### src/rtl/imem_loader.sv
// imem_loader: writes a program byte stream little-endian into instruction memory, pads to a word
// boundary and stalls fetch while loading. Define IMEM_LOADER_CHECKSUM_EN to treat the last byte as a checksum.
module imem_loader #(
    parameter int MEM_BYTES = 128,
    parameter int ADDR_W    = 32
) (
    input  logic              clk,
    input  logic              reset,
    input  logic              start,
    input  logic              in_valid,
    input  logic [7:0]        in_data,
    input  logic              in_last,
    output logic              in_ready,
    output logic              wr_en,
    output logic [ADDR_W-1:0] wr_addr,
    output logic [7:0]        wr_data,
    output logic              hold_fetch,
    output logic              load_done,
    output logic              load_err,
    output logic [ADDR_W-1:0] byte_count
);
    typedef enum logic [2:0] {IDLE, LOAD, PAD, DONE, ERR} state_t;

    localparam logic [ADDR_W-1:0] MEM_END = ADDR_W'(MEM_BYTES);

    state_t            state;
    logic [ADDR_W-1:0] next_count;
    logic              full;

    assign next_count = byte_count + ADDR_W'(1);
    // Overflow is decided before the write, so the address never reaches past the memory.
    assign full       = (byte_count == MEM_END);

`ifdef IMEM_LOADER_CHECKSUM_EN
    logic [7:0] sum;
    logic [7:0] sum_next;
    assign sum_next = sum + in_data;
`endif

    always_ff @(posedge clk or negedge reset) begin
        if (!reset) begin
            state      <= IDLE;
            in_ready   <= 1'b0;
            wr_en      <= 1'b0;
            wr_addr    <= '0;
            wr_data    <= '0;
            hold_fetch <= 1'b0;
            load_done  <= 1'b0;
            load_err   <= 1'b0;
            byte_count <= '0;
`ifdef IMEM_LOADER_CHECKSUM_EN
            sum        <= '0;
`endif
        end else begin
            wr_en     <= 1'b0;
            load_done <= 1'b0;
            case (state)
                IDLE: begin
                    if (start) begin
                        state      <= LOAD;
                        in_ready   <= 1'b1;
                        hold_fetch <= 1'b1;
                        byte_count <= '0;
`ifdef IMEM_LOADER_CHECKSUM_EN
                        sum        <= '0;
`endif
                    end
                end
                LOAD: begin
                    if (in_valid && in_ready) begin
`ifdef IMEM_LOADER_CHECKSUM_EN
                        // The checksum beat is never written, so it cannot overflow.
                        if (in_last) begin
                            in_ready <= 1'b0;
                            if (sum_next != 8'h00) begin
                                state    <= ERR;
                                load_err <= 1'b1;
                            end else if (byte_count[1:0] == 2'b00) begin
                                state     <= DONE;
                                load_done <= 1'b1;
                            end else begin
                                state <= PAD;
                            end
                        end else if (full) begin
                            state    <= ERR;
                            in_ready <= 1'b0;
                            load_err <= 1'b1;
                        end else begin
                            wr_en      <= 1'b1;
                            wr_addr    <= byte_count;
                            wr_data    <= in_data;
                            byte_count <= next_count;
                            sum        <= sum_next;
                        end
`else
                        if (full) begin
                            state    <= ERR;
                            in_ready <= 1'b0;
                            load_err <= 1'b1;
                        end else begin
                            wr_en      <= 1'b1;
                            wr_addr    <= byte_count;
                            wr_data    <= in_data;
                            byte_count <= next_count;
                            if (in_last) begin
                                in_ready <= 1'b0;
                                if (next_count[1:0] == 2'b00) begin
                                    state     <= DONE;
                                    load_done <= 1'b1;
                                end else begin
                                    state <= PAD;
                                end
                            end
                        end
`endif
                    end
                end
                PAD: begin
                    wr_en      <= 1'b1;
                    wr_addr    <= byte_count;
                    wr_data    <= 8'h00;
                    byte_count <= next_count;
                    if (next_count[1:0] == 2'b00) begin
                        state     <= DONE;
                        load_done <= 1'b1;
                    end
                end
                DONE: begin
                    state      <= IDLE;
                    hold_fetch <= 1'b0;
                end
                ERR: begin
                    if (start) begin
                        state      <= LOAD;
                        in_ready   <= 1'b1;
                        load_err   <= 1'b0;
                        byte_count <= '0;
`ifdef IMEM_LOADER_CHECKSUM_EN
                        sum        <= '0;
`endif
                    end
                end
                default: state <= IDLE;
            endcase
        end
    end
endmodule

### config.mk
export PLATFORM = sky130hd
export DESIGN_NAME = imem_loader
export DESIGN_NICKNAME = d
export VERILOG_FILES = /design/src/rtl/imem_loader.sv
export SDC_FILE = /design/constraint.sdc
export NUM_CORES = 1
export LEC_CHECK = 0
export ABC_AREA = 1
export BUFFER_PORTS_ARGS = -buffer_cell sky130_fd_sc_hd__buf_2
export CAP_MARGIN = 5
export CORE_MARGIN = 4
export CORE_UTILIZATION = 40
export DETAILED_ROUTE_END_ITERATION = 8
export PLACE_DENSITY_LB_ADDON = 0.12
export SYNTH_ARGS = -nofsm -noshare
export SYNTH_HDL_FRONTEND = slang
export SYNTH_SLANG_ARGS = --single-unit
### constraint.sdc
create_clock -name clk -period 2.07 [get_ports clk]
set_input_delay 0.414 -clock clk [delete_from_list [all_inputs] [get_ports clk]]
set_output_delay 0.414 -clock clk [all_outputs]
set_load 0.01 [all_outputs]
; Word-level counts from Yosys, hierarchy flattened
; Cells that the tools add are included.
[word_totals]
ff_bits = 80
in_bits = 13
out_inout_bits = 77
word_cells = 73
[op_classes]
addsub = 1
n_eq_ne = 13
muxes = 35
n_reduce_logical = 15
[ops]
columns = op, count
row1 = 32-bit 2-to-1 mux, 5
row2 = 32-bit case mux with 3 select lines, 1
row3 = 32-bit case mux with 2 select lines, 1
row4 = "32-bit by 1-bit adder with 32-bit output, second input constant", 1
row5 = "32-bit by 8-bit == test with 1-bit output, second input constant", 1
row6 = 8-bit 2-to-1 mux, 2
row7 = 8-bit case mux with 2 select lines, 1
row8 = 4-bit AND reduction, 4
row9 = 3-bit 2-to-1 mux, 5
row10 = 1-bit 2-to-1 mux, 14
row11 = "2-bit != test, second input constant", 6
row12 = 1-bit case mux with 2 select lines, 5
row13 = 3-bit case mux with 3 select lines, 1
row14 = 2-bit nonzero test, 4
row15 = "3-bit by 2-bit == test with 1-bit output, second input constant", 2
row16 = "3-bit by 1-bit == test with 1-bit output, second input constant", 1
row17 = "3-bit == test, second input constant", 1
row18 = 3-bit zero test, 1
row19 = "3-bit != test, second input constant", 1
row20 = 3-bit AND reduction, 1
row21 = 3-bit nonzero test, 1
row22 = 2-bit zero test, 1
row23 = "2-bit by 1-bit != test with 1-bit output, second input constant", 1
row24 = 2-bit AND reduction, 1
row25 = 2 further kinds, 2

; Logic depth before layout (Yosys ltp)
[depth]
ltp_word = 7
ltp_mapped = 12
ltp_nobuf = 12

; Worst setup path before layout
; No wires, ideal clock.
[synth_path]
path_type = register to register
startpoint = register byte_count[0]
endpoint = register wr_addr[23]
setup_time_ns = 0.117
arrival_time_ns = 1.589
t_required_ns = 1.953
slack_ns = 0.364
path_stages_with_launch = 13
path_buffers = 1
period_less_slack_ns = 1.706
path_cell_list = dfrtp_1 > inv_1 > ha_1 > inv_1 > nor2_1 > nand2_1 > nor2_1 > nand2_1 > nand3_2 > nand2_2 > buf_4 > nand2_1 > nand2_1
[synth_via]
elab_chain_len = 3
[synth_rtl]
columns = element, line_no
row1 = start: declaration, 20  ; output logic [ADDR_W-1:0] byte_count
row2 = start signal: assignment, 104  ; byte_count <= next_count;
row3 = start signal: assignment, 122  ; byte_count <= next_count;
row4 = 32-bit by 8-bit == test with 1-bit output, 32  ; assign full = (byte_count == MEM_END);
row5 = 2-bit != test (no source line), --
row6 = 3-bit AND reduction (no source line), --
row7 = end signal: assignment, 102  ; wr_addr <= byte_count;
row8 = end signal: assignment, 120  ; wr_addr <= byte_count;
row9 = end: declaration, 15  ; output logic [ADDR_W-1:0] wr_addr,
; Every way passes these cells.
; A chain may end at the register's enable or synchronous reset.

; Worst setup path after layout
[layout_path]
startpoint = register byte_count[0]
endpoint = register byte_count[18]
[layout_via]
elab_chain_len = 4
elab_cells_between_ends = 7
cone_classes = add/sub: 1 / eq/ne: 2 / mux: 3 / reduce/logical: 1
[layout_rtl]
columns = element, line_no
row1 = 32-bit by 1-bit adder with 32-bit output, 30  ; assign next_count = byte_count + ADDR_W'(1);
row2 = 32-bit 2-to-1 mux, 96  ; if (full) begin
row3 = 32-bit 2-to-1 mux, 70  ; if (in_valid && in_ready) begin
row4 = 32-bit case mux with 3 select lines, 57  ; case (state)
; Several ways; a longest one is shown, not always the timed one. The select of a mux whose other input is x is not followed.

==> flow_metrics.tcl <==
set metrics [dict create \
    outcome "complete, no violations" \
    synth_compound_area_share_pct 3.507 \
    vias 4405 \
    drv_cap 0 \
    synth_xor_area_share_pct 2.395 \
    nNetsFinal 769 \
    cts.sink_count 80 \
    area_growth_pct 25.09 \
    grt_pass1_vias 4100 \
    regArea_sq_um 2003 \
    dieArea_sq_um 12710 \
    grt_first_pass_wirelength_mm 20.58 \
    cp.required_ns 2.32 \
    fin_worst_skew_ns 0.008504 \
    synth_edf_count 0 \
    ys.flop_type "dfrtp_1" \
    diodes 0 \
    first_iter_violations 292 \
    wl_per_cell_microns 14.05 \
    drive_above_1_share_pct 21.64 \
    drv_slew 0 \
    synth_area_sq_um 4388 \
    worstPathMaxFanout 46 \
    netlist_instances 629 \
    finalSetupViolCount 0 \
    wl_mm 12.56 \
    r2r_slack_ns 0.17 \
    fin_tns_setup_ns 0 \
    ys_ff_latch 80 \
    gr-usage-all-layers_pct 20.02 \
    multi_input_area_sq_um 2073 \
    async_reset_ff_share_pct 100.0 \
    timing.fmax_ghz 0.5274 \
    final-hold-violation-count 0 \
    synth-simple-area-share_pct 40.43 \
    antenna_found_initial 0 \
    start_util_pct 41.75 \
    hp-class "primary input to async pin" \
    synth_top_family_by_area "simple AND/OR/NAND/NOR gates" \
    mostFrequentLayoutCells "253 x nand2_1, 88 x buf_2, 82 x nand3_1, 79 x dfrtp_1, 76 x nor2_1" \
    die_h_microns 112.7 \
    syn_area_per_cell_sq_um 6.976 \
    gp_congestion 0.9513 \
    crit_path_end_kind "flip-flop" \
    slew_headroom_pct 64.75 \
    powerDensity_nw_per_um2 812.3 \
    syn_nets 644 \
    clk_pin_slew_ns 0.08 \
    h-tree-depth 3 \
    numCtsBuffers 9 \
    criticalPathCategory "flip-flop to flip-flop" \
    grt_max_degree 81 \
    startpoint_type "flip-flop" \
    yosysUniqueCellTypes 23 \
    overflow 0 \
    critical_path_arrival_ns 2.14 \
    pin_count 90 \
    ctsRootBufferMaster "clkbuf_8" \
    n_fill_cell 1096 \
    ys_seq_area_share_pct 45.62 \
    cts-root-to-sink-buffers 2 \
    fin_crit_sh_pct 91.61 \
    worst_pin_slew_ns 0.5288 \
    synth_mux_area_share_pct 0 \
    via_per_inst 4.927 \
    cts_tree "built" \
    die_x_microns 112.7 \
    io_buffer_count 89 \
    route.detailed.drc 0 \
    ir_worst_vdd_mv 0.3960 \
    postRouteAntennaNets 0 \
    layout_commonest_cell "nand2_1" \
    stdcell_area_sq_um 5489 \
    post_dp_cell_area_sq_um 5230 \
    final.min_clock_period_ns 1.896 \
    hpwl_mm 9.357 \
    yosys_warnings 0 \
    drtPass1Iterations 5 \
    rows 37 \
    power_leakage_nw 3.118 \
    clk-insertion-delay-late_ns 0.36 \
    synthAdderAreaFrac_pct 0.5703 \
    coreArea_sq_um 10510 \
]
==> synth_stat cells (4+ instances only) <==
cell type / instances / area (sq um)
buf_2: 10 / 50.05
inv_1: 51 / 191.4
nor2_1: 78 / 292.8
nand2_1: 254 / 953.4
a21oi_1: 6 / 30.03
dfrtp_1: 80 / 2002
nand4_1: 6 / 37.54
nand3_1: 82 / 410.4
inv_2: 4 / 15.01
clkbuf_1: 5 / 18.77
o21ai_0: 20 / 100.1
xor2_1: 12 / 105.1
buf_4: 4 / 30.03
==> routing by layer <==
metal  track usage [%]  vias to the layer above  share of wire (%)
li1                  -                     2215                  -
met1             27.42                     2057                 47
met2             32.62                      119                 47
met3             4.171                       14                5.6
met4             4.808                        0                1.1
met5                 0                        -                  0
==> worst max-delay path: stages, from the launching register on <==
cell,delay (ns)
dfrtp_2,0.44
inv_1,0.10
ha_1,0.18
inv_1,0.04
nor2_1,0.10
nand2_1,0.07
nor2_2,0.14
nand2_2,0.10
nand3_4,0.15
nand2_2,0.08
buf_12,0.17
o21ai_0,0.11
nand2_1,0.07
==> flip-flops by register name, summed over array words and instances, names as in the netlist <==
| signal | count |
|---|---|
| wr_addr | 32 |
| wr_en | 1 |
| in_ready | 1 |
| hold_fetch | 1 |
| byte_count | 32 |
| load_err | 1 |
| wr_data | 8 |
| state | 3 |
| load_done | 1 |
==> cell type report <==
cell class / instances / share of cell area (%)
Clock buffer: 11 / 2.393
Clock inverter: 4 / 1.276
Inverter: 55 / 3.761
Multi-Input combinational cell: 473 / 37.77
Sequential cell: 80 / 36.49
Tap cell: 136 / 3.100
Timing Repair Buffer: 135 / 15.20
==> timing repair <==
item | 4_1_cts | 5_1_grt
resized for setup | 0 | 6
setup endpoints to repair | 0 | 52
hold buffers | 0 | 0
hold endpoints to repair | 0 | 0
setup buffers | 0 | 5
==> report_power, final <==
group	internal (mW)	leakage (nW)	switching, mW
clock	0.670	0.103	0.572
combinational	0.498	1.92	0.903
sequential	1.71	1.09	0.102
total	2.88	3.12	1.58
==> stage by stage <==
stage	util, %	setup slack (ns)	hold WS, ns	std cells	power (mW)
after detailed placement	49.77	0.1150	0.4774	874	3.208
final	52.23	0.1738	0.07081	894	4.458
after CTS	51.68	0.08737	0.08375	889	4.461
after floorplan	-	0.3642	0.1184	629	2.756
after global placement	49.77	0.1872	0.4833	874	3.189
after global routing	52.23	-0.03340	0.08873	894	4.757
==> worst paths after layout <==
kind / start / cells after the start / end
min in group clk: in_data[1] / 3 / wr_data[1]$_DFFE_PN0P_
worst max-delay path: byte_count[0]$_DFFE_PN0P_ / 12 / byte_count[18]$_DFFE_PN0P_
worst min register to register: hold_fetch$_DFFE_PN0P_ / 1 / hold_fetch$_DFFE_PN0P_
worst max register to register: byte_count[0]$_DFFE_PN0P_ / 12 / byte_count[18]$_DFFE_PN0P_
max in group asynchronous: reset / 2 / byte_count[0]$_DFFE_PN0P_
worst min-delay path: reset / 2 / wr_addr[7]$_DFFE_PN0P_
==> cell families (layout without fill, tap and decap cells) <==
logic type / after synthesis / count (layout)
fa+ha+maj: 2 / 2
simple gates: 430 / 430
buf+inv: 76 / 205
xor+xnor: 12 / 12
flops: 80 / 80
compound gates: 29 / 29
No activity file was read; power rests on OpenSTA's default activity.
